**config.mk**
```make
export PLATFORM = sky130hd
export DESIGN_NAME = uart_rx
export DESIGN_NICKNAME = d
export VERILOG_FILES = /design/src/rtl/uart_rx.sv
export SDC_FILE = /design/constraint.sdc
export NUM_CORES = 1
export LEC_CHECK = 0
export CORE_ASPECT_RATIO = 0.8
export CORE_MARGIN = 10
export CORE_UTILIZATION = 25
export CTS_BUF_LIST = sky130_fd_sc_hd__clkbuf_16
export DETAILED_ROUTE_END_ITERATION = 12
export GPL_TIMING_DRIVEN = 0
export PLACE_DENSITY_LB_ADDON = 0.3
export RECOVER_POWER = 100
export SYNTH_ARGS = -nofsm -noshare
export SYNTH_HDL_FRONTEND = slang
export SYNTH_SLANG_ARGS = --single-unit
```
**constraint.sdc**
```tcl
create_clock -name clk -period 2.2 [get_ports clk]
set_input_delay 0.44 -clock clk [delete_from_list [all_inputs] [get_ports clk]]
set_output_delay 0.44 -clock clk [all_outputs]
set_load 0.01 [all_outputs]
```
**src/rtl/uart_rx.sv**
```systemverilog
// Asynchronous serial receiver: start + word_width data bits (LSB first) + stop, sampled at mid-bit.
// Define UART_RX_PARITY_EN to expect one even-parity bit between the data and the stop bit.
module uart_rx #(
  parameter int base_freq  = 100_000_000,
  parameter int uart_speed = 10_000_000,
  parameter int word_width = 8
) (
  input  logic                  clk,
  input  logic                  rst,
  input  logic                  rxd,
  output logic [word_width-1:0] rx_byte,
  output logic                  rx_valid,
  output logic                  frame_err,
  output logic                  parity_err
);

  function automatic int clogb2(input int value);
    int res;
    res = 0;
    while ((32'sd1 <<< res) < value) begin
      res = res + 32'sd1;
    end
    return res;
  endfunction

  localparam int takt = base_freq / uart_speed;
  localparam int CW   = clogb2(takt);
  localparam int IW   = clogb2(word_width + 1);

  localparam logic [CW-1:0] CNT_HALF = CW'(takt / 2);
  localparam logic [CW-1:0] CNT_LAST = CW'(takt - 1);
  localparam logic [IW-1:0] IDX_LAST = IW'(word_width - 1);

  localparam logic [2:0] ST_IDLE   = 3'd0;
  localparam logic [2:0] ST_START  = 3'd1;
  localparam logic [2:0] ST_DATA   = 3'd2;
  localparam logic [2:0] ST_STOP   = 3'd4;
`ifdef UART_RX_PARITY_EN
  localparam logic [2:0] ST_PARITY = 3'd3;
`endif

  logic                  sync1_q, rxs_q, rxs_dly_q;
  logic                  fall_s;
  logic [2:0]            state_q, state_d;
  logic [CW-1:0]         cnt_q, cnt_d;
  logic [IW-1:0]         idx_q, idx_d;
  logic [word_width-1:0] shift_q, shift_d;
  logic [word_width-1:0] rx_byte_q, rx_byte_d;
  logic                  rx_valid_q, rx_valid_d;
  logic                  frame_err_q, frame_err_d;
`ifdef UART_RX_PARITY_EN
  logic                  par_q, par_d;
  logic                  parity_err_q, parity_err_d;
`endif

  // Only a registered 1->0 transition starts a frame, so a stuck-low line never retriggers.
  assign fall_s = rxs_dly_q & ~rxs_q;

  // Two-stage synchroniser plus one delay stage for edge detection; idles high.
  always_ff @(posedge clk or negedge rst) begin
    if (!rst) begin
      sync1_q   <= 1'b1;
      rxs_q     <= 1'b1;
      rxs_dly_q <= 1'b1;
    end else begin
      sync1_q   <= rxd;
      rxs_q     <= sync1_q;
      rxs_dly_q <= rxs_q;
    end
  end

  // Frame state machine and output pulse generation.
  always_comb begin
    state_d     = state_q;
    cnt_d       = cnt_q + CW'(1);
    idx_d       = idx_q;
    shift_d     = shift_q;
    rx_byte_d   = rx_byte_q;
    rx_valid_d  = 1'b0;
    frame_err_d = 1'b0;
`ifdef UART_RX_PARITY_EN
    par_d        = par_q;
    parity_err_d = 1'b0;
`endif
    case (state_q)
      ST_IDLE: begin
        cnt_d = '0;
        if (fall_s) begin
          state_d = ST_START;
        end else begin
          state_d = ST_IDLE;
        end
      end
      ST_START: begin
        if (cnt_q == CNT_HALF) begin
          cnt_d = '0;
          if (!rxs_q) begin
            state_d = ST_DATA;
            idx_d   = '0;
          end else begin
            state_d = ST_IDLE;
          end
        end else begin
          state_d = ST_START;
        end
      end
      ST_DATA: begin
        if (cnt_q == CNT_LAST) begin
          cnt_d   = '0;
          shift_d = {rxs_q, shift_q[word_width-1:1]};
          if (idx_q == IDX_LAST) begin
`ifdef UART_RX_PARITY_EN
            state_d = ST_PARITY;
`else
            state_d = ST_STOP;
`endif
          end else begin
            idx_d = idx_q + IW'(1);
          end
        end else begin
          state_d = ST_DATA;
        end
      end
`ifdef UART_RX_PARITY_EN
      ST_PARITY: begin
        if (cnt_q == CNT_LAST) begin
          cnt_d   = '0;
          par_d   = rxs_q;
          state_d = ST_STOP;
        end else begin
          state_d = ST_PARITY;
        end
      end
`endif
      ST_STOP: begin
        if (cnt_q == CNT_LAST) begin
          cnt_d   = '0;
          state_d = ST_IDLE;
          if (rxs_q) begin
            rx_byte_d  = shift_q;
            rx_valid_d = 1'b1;
`ifdef UART_RX_PARITY_EN
            parity_err_d = ^{shift_q, par_q};
`endif
          end else begin
            frame_err_d = 1'b1;
          end
        end else begin
          state_d = ST_STOP;
        end
      end
      default: begin
        state_d = ST_IDLE;
        cnt_d   = '0;
      end
    endcase
  end

  // State and output registers.
  always_ff @(posedge clk or negedge rst) begin
    if (!rst) begin
      state_q     <= ST_IDLE;
      cnt_q       <= '0;
      idx_q       <= '0;
      shift_q     <= '0;
      rx_byte_q   <= '0;
      rx_valid_q  <= 1'b0;
      frame_err_q <= 1'b0;
`ifdef UART_RX_PARITY_EN
      par_q        <= 1'b0;
      parity_err_q <= 1'b0;
`endif
    end else begin
      state_q     <= state_d;
      cnt_q       <= cnt_d;
      idx_q       <= idx_d;
      shift_q     <= shift_d;
      rx_byte_q   <= rx_byte_d;
      rx_valid_q  <= rx_valid_d;
      frame_err_q <= frame_err_d;
`ifdef UART_RX_PARITY_EN
      par_q        <= par_d;
      parity_err_q <= parity_err_d;
`endif
    end
  end

  assign rx_byte   = rx_byte_q;
  assign rx_valid  = rx_valid_q;
  assign frame_err = frame_err_q;
`ifdef UART_RX_PARITY_EN
  assign parity_err = parity_err_q;
`else
  assign parity_err = 1'b0;
`endif

endmodule
```
==> reports/results.tsv, run 1 <==
metric	value	unit
Placement Setup Slack	0.00767	ns
DR iter-0 viols	19	
Worst VDD drop	0.348	mV
TritonCTS buffer count	5	
Syn Inst Count	104	
Post-Syn Nets	110	
count leader, synth	dfrtp_1	
clock-pin slew on the worst setup and hold paths	0.05	ns
min-delay worst type	reg2reg	
row count	24	
CTS Hold Bufs	0	
register area share after synthesis	57.5	%
hold violation count in the final report	0	
Die X	104	µm
CP startpoint kind	flip-flop	
global route overflow	0	
measured slew at the worst slew-check pin	1.73	ns
DRT antenna net count	0	
Max Root-Sink Buffers	2	
via count	842	
Tot Pwr	1.67	mW
top-area cell type share of the netlist area	51.9	%
TritonCTS clock tree	built	
syn avg cell area	13.5	µm²
unrepaired setup endpoints after global routing	no	
Async SR Flop Fraction	100	%
ys flop type	dfrtp_1	
CP Max Fanout	9	
DP HPWL	1840	µm
Post-synth EDFFs	0	
clock sink count	32	
GRT Resource Usage Total	6.21	%
antenna cells	0	
fillers	554	
drt via density	4.17	
synthesis-to-layout area growth	24.6	%
Clock Root Buffer	clkbuf_16	
Post-synth top cells	dfrtp_1 (29), mux2_2 (8), mux2_4 (8)	
remaining routing DRC violations	0	
flops & latches, synth	32	
vias in the first global route	924	
largest net degree at the start of global routing	33	
CTS HTree Levels	2	
buffer count from post-CTS setup fixing	0	
Routability Congestion	0.698	
FF-to-FF setup slack	0.39	ns
Final setup viols	0	
Synth area leader	dfrtp_1	
Fmax	554	MHz
path depth of the worst reg2reg path	6	
Layout Cells excl Fill	202	
I/O Buffers	12	
Synth area leaders	dfrtp_1 (52%), mux2_4 (8.6%), mux2_2 (6.4%)	
Critical Path AT	1.96	ns
CP endpoint kind	flip-flop	
failing checks	max-capacitance violations, max-slew violations	
Mapped Area	1400	µm²
Critical Path RT	2.35	ns
layout cell share with drive strength beyond 1	17.7	%
layout net count	129	
DIE AREA	9010	µm²
Cell variety after synth	33	
Core Area	5440	µm²
hold endpoint	rxs_q$_DFF_PN1_	
relative slew slack	-15.3	%
Leak	0.860	nW
clock latency on the worst-skew pair	0.27	ns
chip height	86.9	µm
Placed Cells	194	
hold path startpoint	sync1_q$_DFF_PN1_	
wire per inst	13.0	µm
pwr dens	959	nW/µm²
max-cap violations	1	
first-pass GRT wire length	4570	µm
Final Cycle Share	82.1	%
Final Skew	0.00344	ns
Ports	14	
post-layout min period	1.81	ns
initial antenna violation count	0	
final wirelength	2620	µm
post-route setup slack	0.394	ns
Worst R2R Start	cnt_q[1]$_DFF_PN0_	
drt first pass iters	4	
Ys Warns	0	
Initial Util	25.7	%
post-cts sizing count	0	
CP Class	reg2reg	
Hold Crit Depth	0	
Post-Route Setup TNS	0	ns
Slew Limit Fails	33	
Reg2Reg Capture Point	rx_byte[4]$_DFFE_PN0P_	
outcome	finished with violations	
## layout make-up
class / count / area (µm²) / share of cell area [%]
Buffer: 2 / 18.8 / 1.08
Clock buffer: 5 / 125 / 7.18
Clock inverter: 3 / 38.8 / 2.23
Inverter: 2 / 7.51 / 0.431
Timing Repair Buffer: 12 / 114 / 6.53
Multi-Input combinational cell: 68 / 537 / 30.8
Sequential cell: 32 / 805 / 46.2
Tap cell: 78 / 97.6 / 5.60
## power breakdown
part | switching (mW) | internal [mW]
logic | 0.113 | 0.105
clock network | 0.240 | 0.527
registers | 0.0492 | 0.637
total | 0.402 | 1.27
## stage by stage
step / area, µm² / utilization [%] / hold slack [ns]
after floorplan: 1400 / - / 0.144
after global placement: 1620 / 29.7 / 0.348
after detailed placement: 1620 / 29.7 / 0.350
after CTS: 1780 / 32.8 / 0.357
after global routing: 1740 / 32.1 / 0.370
final: 1740 / 32.1 / 0.360
## critical path, stage by stage, from the launching register on
cell and delay, ns:
dfrtp_1 0.39, inv_1 0.07, ha_1 0.21, and4bb_1 0.30
and3b_1 0.25, nand2_4 0.12, mux2_1 0.34
## flip-flops by register name, summed over array words and instances, names as in the netlist
name / cells
rxs_q: 1
shift_q: 8
rx_byte: 8
rx_valid: 1
rxs_dly_q: 1
cnt_q: 4
sync1_q: 1
state_q: 3
idx_q: 4
frame_err: 1
## cell usage in the layout (no fill, tap or decap), drive strengths merged, types with 2 or more instances in the layout
cell type / netlist / layout
xor2: 2 / 2
mux2: 16 / 16
ha: 3 / 3
buf: 2 / 2
nand2: 4 / 4
and3b: 2 / 2
o21ai: 3 / 3
dlygate4sd3: 0 / 11
nand3: 8 / 8
dfrtp: 29 / 29
inv: 2 / 3
nor2b: 4 / 4
dfstp: 3 / 3
nand3b: 4 / 4
nor2: 7 / 7
a21oi: 2 / 2
clkbuf: 0 / 6
## metal layers
layer	vias up	part of all wire [%]	track usage (%)	wire length (µm)
met5	-	0	0	0
met4	0	0	1.79	0
met3	0	4.5	3.11	119
met2	17	48	10.1	1260
met1	421	47	7.12	1240
li1	404	-	-	-
## cells by family (layout without fill, tap and decap cells)
| family | count (synthesis) | count (layout) | synth area share (%) |
|---|---|---|---|
| fa+ha+maj | 3 | 3 | 2.68 |
| other cells | 1 | 1 | 0.268 |
| mux | 17 | 17 | 15.7 |
| xor+xnor | 3 | 3 | 1.88 |
| simple gates | 35 | 35 | 15.6 |
| flops | 32 | 32 | 57.5 |
| compound gates | 9 | 9 | 4.47 |
| buf+inv | 4 | 24 | 1.88 |
## worst max path at each step
stage | from | to | slack, ns | cells past startpoint
4_1_cts | rst | cnt_q[0]$_DFF_PN0_ | 0.30 | 1
6_report | cnt_q[1]$_DFF_PN0_ | rx_byte[4]$_DFFE_PN0P_ | 0.39 | 6
5_1_grt | rst | frame_err$_DFF_PN0_ | 0.20 | 1
3_3_place_gp | rst | cnt_q[2]$_DFF_PN0_ | 0.13 | 1
3_5_place_dp | rst | cnt_q[0]$_DFF_PN0_ | 0.008 | 1
2_1_floorplan | cnt_q[0]$_DFF_PN0_ | rx_byte[0]$_DFFE_PN0P_ | 0.54 | 5
Power figures use the tool's default switching activity.
==> run 2: changes to the inputs <==
==> constraint.sdc (replaced) <==
create_clock -name clk -period 1.87 [get_ports clk]
set_input_delay 0.374 -clock clk [delete_from_list [all_inputs] [get_ports clk]]
set_output_delay 0.374 -clock clk [all_outputs]
set_load 0.01 [all_outputs]
==> run 2 against run 1 <==
  * The run now ends clean
  * Sequential power grew 18%
  * Routed wire length grew 1.5%
  * Worst hold slack got worse by 0.18 ns
  * Sequential cell count unchanged
  * Combinational power up 20%
  * Highest routed layer unchanged
  * Clock power up 18%
  * Critical path type unchanged
  * Global-route usage did not move
  * Critical path depth unchanged
  * Cell count did not move
  * Clock skew up 0.0015 ns
  * Register-to-register slack got worse by 0.29 ns
  * Via count rose by 0.24%
==> reports/results.tsv, run 2 (same netlist as run 1, synthesis figures left out) <==
metric	value	unit	change
outcome	finished, final reports clean		
largest net degree at the start of global routing	33		unchanged
chip height	86.9	µm	unchanged
remaining routing DRC violations	0		unchanged
crit path from	cnt_q[1]$_DFF_PN0_		
Worst R2R Start	cnt_q[1]$_DFF_PN0_		
via count	844		+0.24%
register area	805	µm²	unchanged
Clock Root Buffer	clkbuf_16		
GRT Resource Usage Total	6.21	%	unchanged
Layout Cells excl Fill	202		unchanged
unrepaired setup endpoints after global routing	no		
min-delay worst type	in2async		
Core Util, Final	32.7	%	+0.64 points
CTS Hold Bufs	0		unchanged
pwr dens	1110	nW/µm²	+16%
layout cell share with drive strength beyond 1	27.4	%	+9.7 points
post-layout min period	1.77	ns	-0.0373 ns
Final setup viols	0		unchanged
DIE AREA	9010	µm²	unchanged
TritonCTS clock tree	built		
Routability Congestion	0.698		unchanged
hold violation count in the final report	0		unchanged
relative slew slack	47.1	%	+62 points
DRT antenna net count	0		unchanged
Core Area	5440	µm²	unchanged
multi-input logic area	571	µm²	+6.3%
most common cell after layout, fill and taps aside	dfrtp_1		
Final Cycle Share	94.6	%	+12 points
measured slew at the worst slew-check pin	0.793	ns	-0.937 ns
vias in the first global route	924		unchanged
I/O Buffers	12		unchanged
Placement Setup Slack	-0.256	ns	-0.264 ns
synthesis-to-layout area growth	27.1	%	
Initial Util	25.7	%	unchanged
TritonCTS buffer count	5		unchanged
Fmax	566	MHz	+2.1%
antenna cells	0		unchanged
CP Max Fanout	9		unchanged
Met3 Wirelength	119	µm	unchanged
DR top layer	met3		
clock latency on the worst-skew pair	0.27	ns	about the same
drt first pass iters	4		unchanged
initial antenna violation count	0		unchanged
first-pass GRT wire length	4570	µm	unchanged
Leak	0.879	nW	+2.3%
wl on met1	1280	µm	+3.8%
Critical Path RT	2.03	ns	-0.32 ns
CTS HTree Levels	2		unchanged
clock sink count	32		unchanged
Slew Limit Fails	0		-100%
DR iter-0 viols	20		+1
drt via density	4.18		+0.24%
clock-pin slew on the worst setup and hold paths	0.05	ns	about the same
met2 wire length	1260	µm	-0.55%
global route overflow	0		unchanged
CP Class	reg2reg		
Hold Slack	0.176	ns	-0.184 ns
Final Skew	0.00493	ns	+0.00149 ns
final wirelength	2660	µm	+1.5%
Die X	104	µm	unchanged
post-route setup slack	0.102	ns	-0.293 ns
layout net count	129		unchanged
most frequent cells in the layout	dfrtp_1 (29), dlygate4sd3_1 (11), mux2_2 (8), mux2_4 (8)		
DP HPWL	1840	µm	unchanged
Worst VDD drop	0.407	mV	+17%
fillers	545		-1.6%
Ports	14		unchanged
row count	24		unchanged
Max Root-Sink Buffers	2		unchanged
Critical Path AT	1.92	ns	-0.04 ns
Placed Cells	194		unchanged
buffer count from post-CTS setup fixing	0		unchanged
CP startpoint kind	flip-flop		
CP endpoint kind	flip-flop		
max-cap violations	0		-1
wire per inst	13.2	µm	+1.5%
-- run 2: cell counts in the layout (fill, tap and decap cells not counted) --
No cell type changed its count.
-- run 2: metal layers --
layer  vias up  track usage, %
met5         -               0
met4         0            1.79
met3         0            3.11
met2        17            10.1
met1       422            7.12
li1        405               -
-- run 2: worst paths after layout --
check | cells past startpoint | slack [ns] | end
max in group asynchronous | 1 | 1.19 | cnt_q[3]$_DFF_PN0_
min in group clk | 0 | 0.36 | rxs_q$_DFF_PN1_
setup reg to reg | 6 | 0.10 | rx_byte[0]$_DFFE_PN0P_
hold reg to reg | 0 | 0.36 | rxs_q$_DFF_PN1_
hold / removal | 1 | 0.18 | rx_byte[3]$_DFFE_PN0P_
setup / recovery | 6 | 0.10 | rx_byte[0]$_DFFE_PN0P_
-- run 2: where the power goes --
group	internal [mW]	switching (mW)	leakage, nW
sequential	0.749	0.0603	0.429
clock	0.620	0.285	0.0850
combinational	0.127	0.134	0.365
-- run 2: metrics by stage --
stage	setup TNS (ns)	area (µm²)	power, mW
after floorplan	0	1400	1.00
after global placement	-3.86	1620	1.06
after detailed placement	-7.38	1620	1.08
after CTS	0	1780	1.99
after global routing	0	1780	2.06
final	0	1780	1.98
-- run 2: cell type report --
type	instances	area share [%]
flip-flops and latches	32	45.2
multi-input cells	68	32.1
clock buffers	5	7.04
repair buffers	12	6.47
well taps	78	5.49
clock inverters	3	2.18
plain buffers	2	1.06
inverters	2	0.422
-- run 2: what timing repair did --
action,4_1_cts,5_1_grt
setup endpoints to repair,0,11
endpoints found under the hold margin,0,0
resized for setup,0,3
-- run 2: worst max-delay path: stages (launching register included) --
cell and delay (ns):
dfrtp_1 0.39, inv_1 0.07, ha_2 0.20, and4bb_2 0.30
and3b_2 0.23, nand2_4 0.13, mux2_4 0.33
==> RTL change, RTL diff (settings of run 1) <==
Set the parameter `uart_speed` to 5_000_000 (it was 10_000_000).
--- a/src/rtl/uart_rx.sv
+++ b/src/rtl/uart_rx.sv
@@ -4,3 +4,3 @@
   parameter int base_freq  = 100_000_000,
-  parameter int uart_speed = 10_000_000,
+  parameter int uart_speed = 5_000_000,
   parameter int word_width = 8
Check against the original RTL: no difference found for any inputs over 10 cycles, from zero or initial values and one cycle with rst low; that may be too few to reach the edited logic, so the function may still have changed.
==> RTL change against run 1 <==
  * The run still ends with capacitance limit, slew limit left
  * Critical path depth up 1
  * Setup slack got worse by 0.13 ns
  * Power decreased by 8.4%
  * Sequential share of layout area up 1.3 points
  * Clock power down 18%
  * Maximum frequency decreased by 6.8%
  * Area after synthesis hardly changed
  * Design area is 0.22% higher
  * First-iteration DRC count grew to 3.1 times the old value
  * Worst hold slack gained 0.0021 ns
  * Count of clock-buffer cells in the layout stayed put
  * Wire length down 9.8%
  * Sequential cell count rose by 1
  * Critical path type unchanged
==> RTL change: results <==
group,metric,value,unit
run_status,outcome,"finished, violations left",
run_status,failing_checks,"capacitance limit, slew limit",
place,io_buffers,12,
clock_network,post_cts.resized_instances,0,
clock_network,cts.path.max_buffers,2,
grt,initial_antenna_violation_count,0,
setup_path,crit_path_max_incr_delay,0.43,ns
sta,setup_slack,0.2631,ns
place,place_congestion,0.7403,
power,static-leakage-power,0.8372,nW
synth,synthesis.nets,112,
place,hpwl,1.745,mm
drt,number_of_vias_after_detailed_routing,842,
sta,slew-limit-headroom,-0.1250,
synth,ys_async_sr_fraction,1.000,
grt,maximum_number_of_pins_on_one_net_before_global_route_repair,34,
grt,grt_overflow,0,
clock_network,clk_latency,0.27,ns
drt,drt_first_iter_violations,59,
hold_path,timing.hold.worst.class,"reg2reg",
setup_path,timing.critical_path.fanout_max,7,
final_layout,ratio_of_cells_with_drive_above_1_in_the_final_layout,0.1270,
job,drv.max_cap_violation_count,1,
final_layout,net_count_reported_at_finish,131,
drt,drt-wirelength-per-cell,11.57,um
final_layout,n_fill_cell,549,
setup_path,worst_path_dominant_cell_family,"simple AND/OR/NAND/NOR gates",
grt,grt_first_pass_wirelength,4.271,mm
clock_network,post_cts_buffers,0,
place,dp_worst_setup_slack,0.3159,ns
drt,detail_route.first_pass.iterations,4,
final_layout,num_antenna_cells,0,
grt,track_usage,0.05761,
sta,slew_violations,34,
clock_network,tritoncts.num_buffers,5,
synth,yosys_warnings,0,
place,postPlaceCellArea,1613,um^2
clock_network,clk_root_buffer_cell,"clkbuf_16",
synth,yosys.cell_types.count,31,
drt,ant_nets,0,
grt,grt_pass1_vias,901,
clock_network,clkSlewWorstSetupHoldPaths,0.05,ns
setup_path,worst_path_max_delay_cell,"a2111o_1",
synth,ys_top_cells_by_area,"dfrtp_1 54%, mux2_1 9.7%, dfstp_2 5.6%, nand3_1 3.2%, mux2_2 3.2%",
synth,ys_seq_area_frac,0.5925,
power,netSwitchingFraction,0.2436,
setup_path,reg2reg_setup_slack,0.26,ns
synth,synth_top_cells_by_count,"30 x dfrtp_1, 12 x mux2_1, 9 x nand3_1",
power,vdd.ir_drop.worst,0.0005546,V
sta,finClkSkew,0.005653,ns
setup_path,critical_path_arrival,2.14,ns
clock_network,cts-htree-levels,2,
==> RTL change: cell types whose count changed after synthesis, sizes merged, moves of 2 or more <==
cell and delta:
nor3 +2, nand4bb +2, a21oi +2, and3b -2
buf +2, nor2b -3, nand3b -2
==> RTL change: layer usage <==
layer  track usage  share of wire
met4       0.04161          0.015
met1       0.06600           0.48
met2       0.09253           0.48
met5             0              0
met3       0.01553          0.028
==> RTL change: path summary, 6_finish.rpt <==
| kind | endpoint | from | cells past startpoint |
|---|---|---|---|
| max | idx_q[3] | cnt_q[0] | 7 |
| min | rxs_q | sync1_q | 0 |
| max reg2reg | idx_q[3] | cnt_q[0] | 7 |
| min reg2reg | rxs_q | sync1_q | 0 |
| max in group asynchronous | cnt_q[4] | rst | 1 |
| min in group asynchronous | shift_q[3] | rst | 1 |
==> RTL change: final cells by class <==
cell class / count / area [um^2] / area share
Buffer: 4 / 27.53 / 0.01576
Clock inverter: 3 / 11.26 / 0.006447
Timing Repair Buffer: 12 / 113.9 / 0.06519
Tap cell: 78 / 97.59 / 0.05587
Clock buffer: 5 / 125.1 / 0.07163
Inverter: 1 / 3.754 / 0.002149
Multi-Input combinational cell: 68 / 538.0 / 0.3080
Sequential cell: 33 / 829.5 / 0.4749
==> RTL change: metrics by stage <==
stage,utilization,cells,hold slack (ns)
CTS,0.3218,204,0.2443
global placement,0.2977,196,0.3485
floorplan,-,106,0.1444
finish,0.3214,204,0.3619
detailed placement,0.2967,196,0.3490
global route,0.3214,204,0.3700
==> RTL change: power groups by stage <==
stage | clock, mW | combinational [mW] | sequential [mW]
finish | 0.630 | 0.195 | 0.707
floorplan | 0 | 0.156 | 0.704
CTS | 0.654 | 0.198 | 0.705
global placement | 0 | 0.190 | 0.710
detailed placement | 0 | 0.198 | 0.716
global route | 0.676 | 0.222 | 0.714
==> RTL change: logic make-up after synthesis <==
group	after synthesis	share of synthesized area
and+or+nand+nor	34	0.1528
xor gates and xnor gates	4	0.02503
buffers and inverters	5	0.02323
adders and majority gates	3	0.02681
other	1	0.002678
AOI/OAI and AO/OA	9	0.04110
muxes	17	0.1358
DFF	33	0.5925
